<file path="src/rtl/decoder_scan_ctrl_pkg.sv">
// Shared definitions for the decoder scan sequencer: state encodings and channel geometry.
package decoder_scan_ctrl_pkg;

    localparam int NUM_CH = 8;
    localparam int CH_W   = 3;

    typedef enum logic [1:0] {
        ST_IDLE   = 2'd0,
        ST_ACTIVE = 2'd1,
        ST_BLANK  = 2'd2
    } state_t;

endpackage

</file>
<file path="src/rtl/decoder_scan_ctrl_if.sv">
// Control/status bundle between a host and the scan sequencer.
interface decoder_scan_ctrl_if #(
    parameter int DWELL_W = 8
);
    import decoder_scan_ctrl_pkg::*;

    logic                start;
    logic                stop;
    logic                continuous;
    logic [NUM_CH-1:0]   chan_mask;
    logic [DWELL_W-1:0]  dwell;
    logic [CH_W-1:0]     A;
    logic                E;
    logic                busy;
    logic                sweep_done;

    modport master (
        output start, stop, continuous, chan_mask, dwell,
        input  A, E, busy, sweep_done
    );

    modport slave (
        input  start, stop, continuous, chan_mask, dwell,
        output A, E, busy, sweep_done
    );

endinterface

</file>
<file path="src/rtl/decoder_scan_ctrl_chan_next_sel.sv">
// Next-channel picker: lowest set mask bit strictly above cur, else lowest set bit overall.
// Latency: combinational.
// Backpressure: none.
module chan_next_sel
    import decoder_scan_ctrl_pkg::*;
(
    input  logic [NUM_CH-1:0] mask,
    input  logic [CH_W-1:0]   cur,
    output logic [CH_W-1:0]   nxt,
    output logic              found_above,
    output logic              any
);

    logic [CH_W-1:0] w_above;
    logic [CH_W-1:0] w_lowest;
    logic            w_found;

    // Walk downward so the last hit written is the lowest qualifying bit.
    always_comb begin
        w_above  = '0;
        w_lowest = '0;
        w_found  = 1'b0;
        for (int i = NUM_CH - 1; i >= 0; i--) begin
            if (mask[i]) begin
                w_lowest = CH_W'(i);
                if (i > int'(cur)) begin
                    w_above = CH_W'(i);
                    w_found = 1'b1;
                end
            end
        end
    end

    assign nxt         = w_found ? w_above : w_lowest;
    assign found_above = w_found;
    assign any         = |mask;

endmodule

</file>
<file path="src/rtl/decoder_scan_ctrl.sv">
// Scan sequencer driving A/E of a 3-to-8 decoder: dwell per channel, blanking gap, mask skip.
// Latency: E rises one cycle after an accepted start; all outputs registered.
// Backpressure: none; start is dropped unless idle, stop aborts at once.
module decoder_scan_ctrl
    import decoder_scan_ctrl_pkg::*;
#(
    parameter int DWELL_W      = 8,
    parameter int BLANK_CYCLES = 2
)(
    input  logic               clk,
    input  logic               rst_n,
    decoder_scan_ctrl_if.slave scan
);

    localparam int              BLK_W  = (BLANK_CYCLES > 1) ? $clog2(BLANK_CYCLES + 1) : 1;
    localparam logic [BLK_W-1:0] BLK_LD = BLK_W'(BLANK_CYCLES);

    state_t             r_state;
    logic [CH_W-1:0]    r_a;
    logic [CH_W-1:0]    r_nxt;
    logic               r_e;
    logic               r_busy;
    logic               r_sweep_done;
    logic               r_cont;
    logic [DWELL_W-1:0] r_dwell_cnt;
    logic [BLK_W-1:0]   r_blank_cnt;

    logic [CH_W-1:0]    w_cur;
    logic [CH_W-1:0]    w_nxt;
    logic               w_found;
    logic               w_any;
    logic               w_last;
    logic               w_go;
    logic [DWELL_W-1:0] w_dwell_ld;

    // From idle, asking for "above the top channel" yields the lowest set bit.
    assign w_cur = (r_state == ST_IDLE) ? CH_W'(NUM_CH - 1) : r_a;

    chan_next_sel u_sel (
        .mask        (scan.chan_mask),
        .cur         (w_cur),
        .nxt         (w_nxt),
        .found_above (w_found),
        .any         (w_any)
    );

    assign w_dwell_ld = (scan.dwell == '0) ? DWELL_W'(1) : scan.dwell;
    assign w_last     = (r_dwell_cnt == DWELL_W'(1));
    assign w_go       = w_found || (r_cont && w_any);

    // The next channel is chosen as the dwell ends; a blank gap only delays loading it.
    always_ff @(posedge clk or negedge rst_n) begin
        if (!rst_n) begin
            r_state      <= ST_IDLE;
            r_a          <= '0;
            r_nxt        <= '0;
            r_e          <= 1'b0;
            r_busy       <= 1'b0;
            r_sweep_done <= 1'b0;
            r_cont       <= 1'b0;
            r_dwell_cnt  <= '0;
            r_blank_cnt  <= '0;
        end else begin
            r_sweep_done <= 1'b0;
            if (scan.stop) begin
                r_state <= ST_IDLE;
                r_e     <= 1'b0;
                r_busy  <= 1'b0;
            end else begin
                case (r_state)
                    ST_IDLE: begin
                        if (scan.start && w_any) begin
                            r_state     <= ST_ACTIVE;
                            r_a         <= w_nxt;
                            r_e         <= 1'b1;
                            r_busy      <= 1'b1;
                            r_dwell_cnt <= w_dwell_ld;
                            r_cont      <= scan.continuous;
                        end
                    end
                    ST_ACTIVE: begin
                        if (!w_last) begin
                            r_dwell_cnt <= r_dwell_cnt - DWELL_W'(1);
                        end else begin
                            r_sweep_done <= !w_found;
                            if (!w_go) begin
                                r_state <= ST_IDLE;
                                r_e     <= 1'b0;
                                r_busy  <= 1'b0;
                            end else if (BLANK_CYCLES == 0) begin
                                r_a         <= w_nxt;
                                r_dwell_cnt <= w_dwell_ld;
                            end else begin
                                r_state     <= ST_BLANK;
                                r_e         <= 1'b0;
                                r_blank_cnt <= BLK_LD;
                                r_nxt       <= w_nxt;
                            end
                        end
                    end
                    ST_BLANK: begin
                        if (r_blank_cnt == BLK_W'(1)) begin
                            r_state     <= ST_ACTIVE;
                            r_a         <= r_nxt;
                            r_e         <= 1'b1;
                            r_dwell_cnt <= w_dwell_ld;
                        end else begin
                            r_blank_cnt <= r_blank_cnt - BLK_W'(1);
                        end
                    end
                    default: begin
                        r_state <= ST_IDLE;
                        r_e     <= 1'b0;
                        r_busy  <= 1'b0;
                    end
                endcase
            end
        end
    end

    assign scan.A          = r_a;
    assign scan.E          = r_e;
    assign scan.busy       = r_busy;
    assign scan.sweep_done = r_sweep_done;

endmodule

</file>
<file path="src/flat_wrapper.sv">
// flat-port wrapper written by rule: the top's interface ports become plain ports
module decoder_scan_ctrl_flat import decoder_scan_ctrl_pkg::*;
#(
    parameter int DWELL_W      = 8,
    parameter int BLANK_CYCLES = 2
)
  (clk, rst_n, scan_start, scan_stop, scan_continuous, scan_chan_mask, scan_dwell, scan_A, scan_E, scan_busy, scan_sweep_done);
  decoder_scan_ctrl_if #(.DWELL_W(DWELL_W)) scan_i ();
  input  logic clk;
  input  logic rst_n;
  input wire logic [$bits(scan_i.start)-1:0] scan_start;
  input wire logic [$bits(scan_i.stop)-1:0] scan_stop;
  input wire logic [$bits(scan_i.continuous)-1:0] scan_continuous;
  input wire logic [$bits(scan_i.chan_mask)-1:0] scan_chan_mask;
  input wire logic [$bits(scan_i.dwell)-1:0] scan_dwell;
  output wire logic [$bits(scan_i.A)-1:0] scan_A;
  output wire logic [$bits(scan_i.E)-1:0] scan_E;
  output wire logic [$bits(scan_i.busy)-1:0] scan_busy;
  output wire logic [$bits(scan_i.sweep_done)-1:0] scan_sweep_done;
  assign scan_i.start = scan_start;
  assign scan_i.stop = scan_stop;
  assign scan_i.continuous = scan_continuous;
  assign scan_i.chan_mask = scan_chan_mask;
  assign scan_i.dwell = scan_dwell;
  assign scan_A = scan_i.A;
  assign scan_E = scan_i.E;
  assign scan_busy = scan_i.busy;
  assign scan_sweep_done = scan_i.sweep_done;
  decoder_scan_ctrl #(.DWELL_W(DWELL_W), .BLANK_CYCLES(BLANK_CYCLES)) u_core (.clk(clk), .rst_n(rst_n), .scan(scan_i));
endmodule
</file>
<file path="config.mk">
export PLATFORM = sky130hd
export DESIGN_NAME = decoder_scan_ctrl_flat
export DESIGN_NICKNAME = d
export VERILOG_FILES = /design/src/rtl/decoder_scan_ctrl_pkg.sv /design/src/rtl/decoder_scan_ctrl_if.sv /design/src/rtl/decoder_scan_ctrl_chan_next_sel.sv /design/src/rtl/decoder_scan_ctrl.sv /design/src/flat_wrapper.sv
export SDC_FILE = /design/constraint.sdc
export NUM_CORES = 1
export LEC_CHECK = 0
export BUFFER_PORTS_ARGS = -buffer_cell sky130_fd_sc_hd__buf_4
export CAP_MARGIN = 0
export CORE_MARGIN = 10
export CORE_UTILIZATION = 31
export DETAILED_ROUTE_END_ITERATION = 8
export PLACE_DENSITY_LB_ADDON = 0.05
export SLEW_MARGIN = 5
export SYNTH_ARGS = -nofsm -noshare
export SYNTH_HDL_FRONTEND = slang
export SYNTH_HIERARCHICAL = 1
export SYNTH_SLANG_ARGS = --single-unit
</file>
<file path="constraint.sdc">
create_clock -name clk -period 3.15 [get_ports clk]
set_input_delay 0.63 -clock clk [delete_from_list [all_inputs] [get_ports clk]]
set_output_delay 0.63 -clock clk [all_outputs]
set_load 0.01 [all_outputs]
</file>
==> results of run 1 <==
## cells in the mapped netlist (all sizes together) (2+ instances only)
cell type / count
a21o: 2
a21oi: 24
a2bb2oi: 2
a31oi: 3
and4: 2
buf: 5
clkbuf: 2
dfrtp: 22
ha: 3
inv: 9
mux2: 3
mux2i: 3
nand2: 15
nand2b: 9
nand3: 4
nand4: 2
nor2: 16
nor2b: 4
nor3: 5
nor3b: 2
nor4: 5
o21ai: 10
o22a: 3
o22ai: 5
o31ai: 3
or2: 6
## state kept, by name, indices dropped and copies added (netlist names)
| signal | count |
|---|---|
| u_core/scan.E | 1 |
| u_core/r_cont | 1 |
| u_core/r_dwell_cnt | 8 |
| u_core/r_blank_cnt | 2 |
| u_core/scan.A | 3 |
| u_core/scan.sweep_done | 1 |
| u_core/r_nxt | 3 |
| u_core/scan.busy | 1 |
| u_core/r_state | 2 |
## power breakdown
part	internal, uW	leakage (uW)	switching [uW]
registers	323	0.000274	51.3
logic	127	0.000509	148
clock network	85.3	0.0000216	90.2
total	535	0.000805	290
## layer usage
metal | wire length, microns | part of all wire, % | global-route usage [%]
met5 | 0 | 0 | 0
met1 | 2280 | 52 | 14.8
met2 | 1900 | 43 | 15.3
met3 | 155 | 3.5 | 1.83
met4 | 52 | 1.2 | 3.18
## worst max path at each step
stage	cells past startpoint	from	to	slack, ns
2_1_floorplan	9	u_core/r_state[1]	u_core/r_nxt[0]	0.90
3_3_place_gp	9	u_core/r_state[1]	u_core/r_nxt[2]	0.70
3_5_place_dp	8	u_core/r_state[0]	u_core/r_nxt[1]	0.60
4_1_cts	9	u_core/r_state[1]	u_core/r_nxt[2]	0.56
5_1_grt	8	u_core/r_state[0]	u_core/r_nxt[2]	0.37
6_report	9	u_core/r_state[1]	u_core/r_nxt[2]	0.55
## cell families (layout without fill, tap and decap cells)
| kind of cell | Yosys count | in the layout | synth area share [%] |
|---|---|---|---|
| adder cells (fa/ha/maj) | 3 | 3 | 2.43 |
| multiplexers | 6 | 6 | 4.12 |
| buffers and inverters | 16 | 39 | 4.61 |
| AND/OR/NAND/NOR | 76 | 76 | 28.2 |
| flip-flops | 22 | 22 | 35.6 |
| AO/OA/AOI/OAI | 59 | 59 | 25.1 |
## cells in the final DEF (no fill, tap or decap), types with 3 or more instances in the layout
cell type / n
sky130_fd_sc_hd__a21oi_1: 23
sky130_fd_sc_hd__buf_4: 27
sky130_fd_sc_hd__clkbuf_8: 3
sky130_fd_sc_hd__dfrtp_1: 22
sky130_fd_sc_hd__ha_1: 3
sky130_fd_sc_hd__inv_1: 9
sky130_fd_sc_hd__mux2_2: 3
sky130_fd_sc_hd__mux2i_1: 3
sky130_fd_sc_hd__nand2_1: 15
sky130_fd_sc_hd__nand2b_1: 8
sky130_fd_sc_hd__nand3_1: 4
sky130_fd_sc_hd__nor2_1: 16
sky130_fd_sc_hd__nor2b_1: 4
sky130_fd_sc_hd__nor3_1: 5
sky130_fd_sc_hd__nor4_1: 4
sky130_fd_sc_hd__o21ai_0: 10
sky130_fd_sc_hd__o22a_1: 3
sky130_fd_sc_hd__o22ai_1: 4
sky130_fd_sc_hd__o31ai_1: 3
sky130_fd_sc_hd__or2_2: 5
## critical path: cells and delay by family (launching register included)
kind	cells	cell delay, ns
simple gates	6	1.35
mux	1	0.38
flops	1	0.49
compound gates	2	0.27
## metrics by stage
step           utilization [%]  total power, uW  area (sq um)
2_1_floorplan                -              549          1550
3_3_place_gp              37.5              649          1800
3_5_place_dp              37.5              655          1800
4_1_cts                   38.4              834          1840
5_1_grt                   38.4              885          1840
6_report                  38.4              825          1840
## layout make-up
class                      instances  area [sq um]
multi-input combinational        144           926
inverter                           9          33.8
sequential                        22           551
tap                               67          83.8
timing repair buffer              27           203
fill                             488          2950
clock buffer                       3          41.3
==> summary.md, run 1 <==
| Metric | Value |
|---|---|
| Final Cycle Share | 82.5% |
| Die Wd | 90.7 microns |
| Drt first pass iters | 4 |
| Biggest area contributors in the synthesized netlist | sky130_fd_sc_hd__dfrtp_1 (36%), sky130_fd_sc_hd__a21oi_1 (7.4%), sky130_fd_sc_hd__nor2_1 (3.9%) |
| Source-to-sink clock delay at the later pin of the worst-skew pair | 0.26 ns |
| Total Routed Length | 4380 microns |
| Run status | finished, final reports clean |
| Initial antenna violation count | 0 |
| Routed length per instance | 16.1 microns |
| Total inserted antenna cells | 0 |
| Number of buffers created by CTS | 3 |
| Row Count | 25 |
| Post-synthesis net count | 206 |
| Critical path's slowest cell | sky130_fd_sc_hd__dfrtp_1 |
| Num Clock Sinks | 22 |
| Area leader, netlist | sky130_fd_sc_hd__dfrtp_1 |
| Grt ovf | 0 |
| Number of buffers inserted by post-CTS setup repair | 0 |
| Critical path class | flop to flop |
| Buffer cell driving the clock tree root | sky130_fd_sc_hd__clkbuf_8 |
| Area of the die | 0.00822 sq mm |
| Ys flop type | sky130_fd_sc_hd__dfrtp_1 |
| Async set-reset flop share out of synthesis | 100% |
| Arrival time worst endpoint | 2.75 ns |
| Setup slack, reg-to-reg | 0.55 ns |
| Number of synthesized flops with an enable pin | 0 |
| Initial core utilization | 32.3% |
| Setup repair after global routing missed its margin | no |
| Worst Max-Slew Pin Slew | 0.849 ns |
| Syn. warnings | 6 |
| Maximum fanout encountered on the critical timing path | 10 |
| Worst supply voltage drop on vdd | 0.000191 V |
| All-layer global routing usage | 10.4% |
| Layout Nets | 231 |
| DIE HEIGHT | 90.7 microns |
| Avg Cell Area, Syn | 8.50 sq um |
| Worst hold-check path type | input port to async pin |
| Buffers on Ports | 26 |
| Final setup viols | 0 |
| Area of the mapped netlist | 0.00155 sq mm |
| Setup slack after placement | 0.597 ns |
| Number of register bits inferred by synthesis | 22 |
| Terminus of the critical flop-to-flop path | u_core/r_nxt[2] |
| First-pass GRT wire length | 7080 microns |
| IO Pins | 27 |
| Pins over their slew limit | 0 |
| Mapped Cells | 182 |
| Period minus WS final | 2.60 ns |
| Critical path startpoint category | flop |
| Number of design-rule violations left by the first detailed-router iteration | 131 |
| Clock tree from TritonCTS | yes |
| Final Wtd Congestion | 0.844 |
| Element type at the critical path end | flop |
| Final Hold Vio Count | 0 |
| Number of hold buffers added after cts | 0 |
| Number of vias in the routed layout | 1416 |
| Number of nets still failing antenna checks after routing | 0 |
| Leak | 0.000805 uW |
| Depth of the worst register-to-register path | 9 |
| Finished Layout Cells | 272 |
| HPWL reported at the end of detailed placement | 3420 microns |
| Via count of the first global-routing pass | 1426 |
| CP required | 3.30 ns |
| Cells along the critical path | nor2_1, or2_2, nand2b_1, a31oi_1, and2b_4, nand2b_4, a21oi_1, nand4b_1, mux2_2 |
| Relative slew margins | 43.0% |
| DRC violations left | 0 |
| Core Box Area | 0.00479 sq mm |
| Largest net degree at the start of global routing | 23 |
| Sequential cell area fraction in the yosys report | 35.6% |
| Synth cell types | 47 |
| Max Root-Sink Buffers | 2 |
| Timing-limited maximum frequency | 385 MHz |
| Sum of negative setup slack | 0 ns |
| PD cells | 449 mW/mm^2 |
| Clock input transition at the sequential cells of the worst setup and hold paths | 0.08 ns |
| Crit Reg-Reg Startpoint | u_core/r_state[1] |
| Worst Slack Setup Final | 0.551 ns |
| # H-tree levels | 1 |
| Setup Skew | 0.00216 ns |
| Proportion of layout cells with a drive suffix above 1 | 23.4% |
| Yosys top cell area share | 35.6% |
| Crit-path max cell delay | 0.49 ns |
| Routed via count divided by cell count | 5.21 |
| Max-capacitance violation count | 0 |
| Placed cell count | 269 |
| Post_cts resized | 0 |
| Area overhead of the layout relative to synthesis | 18.8% |
| Final-layout worst hold slack | 0.257 ns |
Note: power is estimated with default switching activity, not from simulation.
==> inputs of run 2 (changes only) <==
==> constraint.sdc (replaced) <==
create_clock -name clk -period 2.6 [get_ports clk]
set_input_delay 0.52 -clock clk [delete_from_list [all_inputs] [get_ports clk]]
set_output_delay 0.52 -clock clk [all_outputs]
set_load 0.01 [all_outputs]
==> run 2 against run 1 <==
  * Flip-flop and latch count stayed put
  * Sequential share of layout area shrank 0.83 points
  * Die area did not move
  * Clock skew is 0.0037 ns higher
  * Non-clock buffer count increased by 3
  * Cell area grew 2.9%
  * Global-route usage up 0.56 points
  * Core utilization is 1.1 points higher
  * Critical path type unchanged
  * Largest power group unchanged
==> summary.md, run 2 (synthesis results as in run 1) <==
| Metric | Value |
|---|---|
| Cells along the critical path | nor2_1, or2_2, or2_2, o22ai_1, nand2b_4, a21oi_1, nand4b_1, mux2_2 |
| Final Hold Vio Count | 0 |
| Proportion of layout cells with a drive suffix above 1 | 24.9% |
| Sw Ratio | 32.2% |
| Flip-flop count of the largest register after layout | 8 |
| Final Cycle Share | 93.6% |
| All-layer global routing usage | 10.9% |
| Area of the die | 0.00822 sq mm |
| # H-tree levels | 1 |
| Core Box Area | 0.00479 sq mm |
| Leak | 0.000834 uW |
| Int Pwr | 754 uW |
| Arrival time worst endpoint | 2.59 ns |
| Setup Skew | 0.00581 ns |
| DRC violations left | 0 |
| Crit Reg-Reg Startpoint | u_core/r_state[1] |
| Crit-path max cell delay | 0.38 ns |
| Clock input transition at the sequential cells of the worst setup and hold paths | 0.09 ns |
| Die Wd | 90.7 microns |
| Total Routed Length | 4390 microns |
| Switching power total | 359 uW |
| Post_cts resized | 0 |
| Element type at the critical path end | flop |
| Run status | finished, final reports clean |
| Source-to-sink clock delay at the later pin of the worst-skew pair | 0.26 ns |
| Routed length per instance | 15.9 microns |
| Pins over their slew limit | 0 |
| Max Root-Sink Buffers | 2 |
| Worst Max-Slew Pin Slew | 0.789 ns |
| Part of the total power dissipated in the clock network | 29.0% |
| Critical path's slowest cell | sky130_fd_sc_hd__nand4b_1 |
| Number of hold buffers added after cts | 0 |
| Worst supply voltage drop on vdd | 0.000341 V |
| Total inserted antenna cells | 0 |
| Final Wtd Congestion | 0.816 |
| Initial core utilization | 32.3% |
| Number of vias in the routed layout | 1457 |
| Layout Nets | 234 |
| DIE HEIGHT | 90.7 microns |
| Routed via count divided by cell count | 5.28 |
| Grt ovf | 0 |
| Number of nets still failing antenna checks after routing | 0 |
| Sum of negative setup slack | 0 ns |
| Most frequent standard cell in the layout excluding fill and tap cells | sky130_fd_sc_hd__buf_4 |
| Via count of the first global-routing pass | 1458 |
| Buffers on Ports | 26 |
| Row Count | 25 |
| Routed met2 length | 1860 microns |
| Max-capacitance violation count | 0 |
| Top layer reached by signal wires | met4 |
| Commonest cells after routing, fill and taps aside | sky130_fd_sc_hd__buf_4 (30), sky130_fd_sc_hd__a21oi_1 (23), sky130_fd_sc_hd__dfrtp_1 (22) |
| Maximum fanout encountered on the critical timing path | 8 |
| Relative slew margins | 47.1% |
| Most flop-heavy register | u_core/r_dwell_cnt |
| Final setup viols | 0 |
| Critical path startpoint category | flop |
| Gate power share | 30.6% |
| Number of design-rule violations left by the first detailed-router iteration | 130 |
| Power share of the sequential group | 40.4% |
| Beginning of the critical path | u_core/r_state[1] |
| Area overhead of the layout relative to synthesis | 22.2% |
| HPWL reported at the end of detailed placement | 3450 microns |
| Number of buffers inserted by post-CTS setup repair | 0 |
| IO Pins | 27 |
| Worst hold-check path type | input port to async pin |
| Timing-limited maximum frequency | 411 MHz |
| Routed met3 length | 151 microns |
| Final core occ | 39.5% |
| Buffer cell driving the clock tree root | sky130_fd_sc_hd__clkbuf_8 |
| Largest net degree at the start of global routing | 23 |
| PD cells | 588 mW/mm^2 |
| Critical path class | flop to flop |
| Cell seen most often among critical-path stages | sky130_fd_sc_hd__or2_2 |
| Drt first pass iters | 4 |
| Number of buffers created by CTS | 3 |
| Period minus WS final | 2.43 ns |
| CP required | 2.76 ns |
| Clock tree from TritonCTS | yes |
| Num Clock Sinks | 22 |
| Initial antenna violation count | 0 |
| Detailed-routing wirelength on met1 | 2330 microns |
| First-pass GRT wire length | 7410 microns |
| Setup repair after global routing missed its margin | no |
==> run 2: changes by cell type in the layout (fill, tap and decap cells not counted), sizes merged <==
cell / delta
buf: +3
bufinv: +1
==> run 2: power by group through the flow <==
stage / Sequential (uW) / Clock [uW] / Combinational, uW
final: 449 / 323 / 341
after global placement: 454 / 0 / 338
after floorplan: 448 / 0 / 217
after detailed placement: 454 / 0 / 341
after CTS: 449 / 338 / 342
after global routing: 457 / 351 / 380
==> run 2: metal layers <==
layer / up-vias / track usage (%)
met3: 4 / 2.83
met2: 31 / 16.0
met1: 698 / 15.3
met4: 0 / 2.92
li1: 724 / -
met5: - / 0
==> run 2: final timing paths <==
check | to | slack, ns | depth (start not counted)
setup / recovery | u_core/r_nxt[2] | 0.17 | 8
hold / removal | u_core/r_nxt[2] | 0.13 | 1
setup reg to reg | u_core/r_nxt[2] | 0.17 | 8
hold reg to reg | u_core/r_blank_cnt[0] | 0.51 | 1
max in group asynchronous | u_core/r_dwell_cnt[0] | 2.23 | 1
min in group clk | u_core/scan.busy | 0.50 | 2
==> run 2: area by class of cell <==
cell class	instances	area, sq um
tap	67	83.8
clock inverter	1	30.0
inverter	9	33.8
sequential	22	551
fill	498	2900
clock buffer	3	41.3
timing repair buffer	30	225
multi-input combinational	144	926
==> run 2: critical path: cells and delay by family (launching register included) <==
family	cells	cell delay, ns
AND/OR/NAND/NOR	5	1.32
multiplexers	1	0.38
flip-flops	1	0.35
AO/OA/AOI/OAI	2	0.26
==> run 2: per-stage QoR <==
stage | area [sq um] | cells | power (uW) | hold slack (ns) | worst slack, ns
6_report | 1890 | 276 | 1110 | 0.130 | 0.165
5_1_grt | 1890 | 276 | 1190 | 0.139 | 0.0149
4_1_cts | 1890 | 276 | 1130 | 0.140 | 0.160
3_5_place_dp | 1820 | 272 | 795 | 0.440 | 0.169
3_3_place_gp | 1820 | 272 | 791 | 0.434 | 0.319
2_1_floorplan | 1550 | 182 | 665 | 0.224 | 0.349
==> inputs of run 3 (changes only) <==
--- a/config.mk
+++ b/config.mk
@@ -7,6 +7,7 @@
 export LEC_CHECK = 0
 export BUFFER_PORTS_ARGS = -buffer_cell sky130_fd_sc_hd__buf_4
 export CAP_MARGIN = 0
+export CORE_ASPECT_RATIO = 0.7
 export CORE_MARGIN = 10
 export CORE_UTILIZATION = 31
 export DETAILED_ROUTE_END_ITERATION = 8
==> run 3 against run 2 <==
  * Via count down 0.41%
  * Critical path depth unchanged
  * Critical path type unchanged
  * Register-to-register slack better by 0.04 ns
  * Routed wire length down 2.1%
  * Non-clock buffer count unchanged
  * Maximum frequency up 1.8%
==> summary.md, run 3 (synthesis results as in run 1) <==
| Metric | Value |
|---|---|
| Run status | finished, final reports clean |
| Critical path class | flop to flop |
| Number of buffers created by CTS | 3 |
| All-layer global routing usage | 10.5% |
| Grt ovf | 0 |
| IO Pins | 27 |
| Register area | 551 sq um |
| Pins over their slew limit | 0 |
| Critical path's slowest cell | sky130_fd_sc_hd__nand4b_1 |
| Final setup viols | 0 |
| CP required | 2.75 ns |
| Commonest cells after routing, fill and taps aside | sky130_fd_sc_hd__buf_4 (30), sky130_fd_sc_hd__a21oi_1 (23), sky130_fd_sc_hd__dfrtp_1 (22) |
| Number of fillers in the final layout | 495 |
| Cells along the critical path | nor2_1, or2_2, or2_2, o22ai_1, nand2b_4, a21oi_1, nand4b_1, mux2_2 |
| Proportion of layout cells with a drive suffix above 1 | 24.9% |
| Final Wtd Congestion | 0.877 |
| Setup slack after placement | 0.230 ns |
| Area overhead of the layout relative to synthesis | 21.3% |
| Worst Max-Slew Pin Slew | 0.804 ns |
| Row Count | 21 |
| Number of design-rule violations left by the first detailed-router iteration | 117 |
| Initial antenna violation count | 0 |
| Setup Skew | 0.00521 ns |
| Source-to-sink clock delay at the later pin of the worst-skew pair | 0.26 ns |
| Crit-path max cell delay | 0.38 ns |
| Number of vias in the routed layout | 1451 |
| Core Box Area | 0.00481 sq mm |
| Via count of the first global-routing pass | 1421 |
| DIE HEIGHT | 79.1 microns |
| Cell seen most often among critical-path stages | sky130_fd_sc_hd__or2_2 |
| Element type at the critical path end | flop |
| Final Hold Vio Count | 0 |
| Worst hold-check path type | input port to async pin |
| Final Cycle Share | 91.9% |
| Max-capacitance violation count | 0 |
| DRC violations left | 0 |
| Number of hold buffers added after cts | 0 |
| Routed via count divided by cell count | 5.22 |
| First-pass GRT wire length | 7290 microns |
| Total Routed Length | 4300 microns |
| PD cells | 552 mW/mm^2 |
| Routed length per instance | 15.5 microns |
| Die Wd | 104 microns |
| Multi-input combinational cell area | 926 sq um |
| Leak | 0.000827 uW |
| Critical path startpoint category | flop |
| Period minus WS final | 2.39 ns |
| Finished Layout Cells | 278 |
| Timing-limited maximum frequency | 418 MHz |
| Buffer cell driving the clock tree root | sky130_fd_sc_hd__clkbuf_8 |
| Relative slew margins | 46.1% |
| Initial core utilization | 32.2% |
| Overall power | 1040 uW |
| Number of nets still failing antenna checks after routing | 0 |
| HPWL reported at the end of detailed placement | 3420 microns |
| Sum of negative setup slack | 0 ns |
| Largest net degree at the start of global routing | 23 |
| Clock tree from TritonCTS | yes |
| Setup repair after global routing missed its margin | no |
| Worst supply voltage drop on vdd | 0.000256 V |
| Area of the die | 0.00826 sq mm |
| Placed cell count | 274 |
| Drt first pass iters | 4 |
| Most frequent standard cell in the layout excluding fill and tap cells | sky130_fd_sc_hd__buf_4 |
| Layout Nets | 234 |
| Maximum fanout encountered on the critical timing path | 8 |
| # H-tree levels | 1 |
| Most flop-heavy register | u_core/r_dwell_cnt |
| Post_cts resized | 0 |
| Clock input transition at the sequential cells of the worst setup and hold paths | 0.08 ns |
| Total inserted antenna cells | 0 |
| Number of buffers inserted by post-CTS setup repair | 0 |
| Worst Slack Setup Final | 0.209 ns |
| Num Clock Sinks | 22 |
| Arrival time worst endpoint | 2.54 ns |
| Buffers on Ports | 26 |
| Flip-flop count of the largest register after layout | 8 |
| Max Root-Sink Buffers | 2 |
| Final-layout worst hold slack | 0.136 ns |
## run 3: path summary, 6_finish.rpt
| kind | from | slack (ns) | endpoint | depth (start not counted) |
|---|---|---|---|---|
| max | u_core/r_state[0] | 0.21 | u_core/r_nxt[0] | 8 |
| min reg2reg | u_core/r_blank_cnt[0] | 0.50 | u_core/r_blank_cnt[0] | 1 |
| max in group asynchronous | rst_n | 2.23 | u_core/r_nxt[1] | 1 |
| max reg2reg | u_core/r_state[0] | 0.21 | u_core/r_nxt[0] | 8 |
| min | rst_n | 0.14 | u_core/r_nxt[0] | 1 |
| min in group clk | u_core/r_blank_cnt[0] | 0.50 | u_core/r_blank_cnt[0] | 1 |
## run 3: layer usage
metal	global-route usage, %	routed length [microns]	up-vias
met1	15.6	2280	689
met2	14.6	1720	42
li1	-	-	718
met3	3.47	281	2
met4	1.25	16	0
met5	0	0	-
## run 3: final cells by class
class                           count  area share, %
Tap cell                           69           4.60
Sequential cell                    22           29.3
Clock buffer                        4           2.93
Timing Repair Buffer               30           12.0
Inverter                            9           1.80
Multi-Input combinational cell    144           49.3
## run 3: metrics by stage
stage / area (sq um) / util [%]
final: 1880 / 39.0
after global routing: 1880 / 39.0
after CTS: 1880 / 39.0
after detailed placement: 1820 / 37.9
after global placement: 1820 / 37.9
after floorplan: 1550 / -
## run 3: critical path: cells and delay by family (launching register included)
family | cells | cell delay [ns]
compound gates | 2 | 0.23
flops | 1 | 0.36
mux | 1 | 0.38
simple gates | 5 | 1.30
## run 3: report_power, final
group	switching (uW)	leakage, uW	internal [uW]
logic	184	0.000524	157
clock network	112	0.0000288	135
registers	56.9	0.000274	391
total	354	0.000827	683
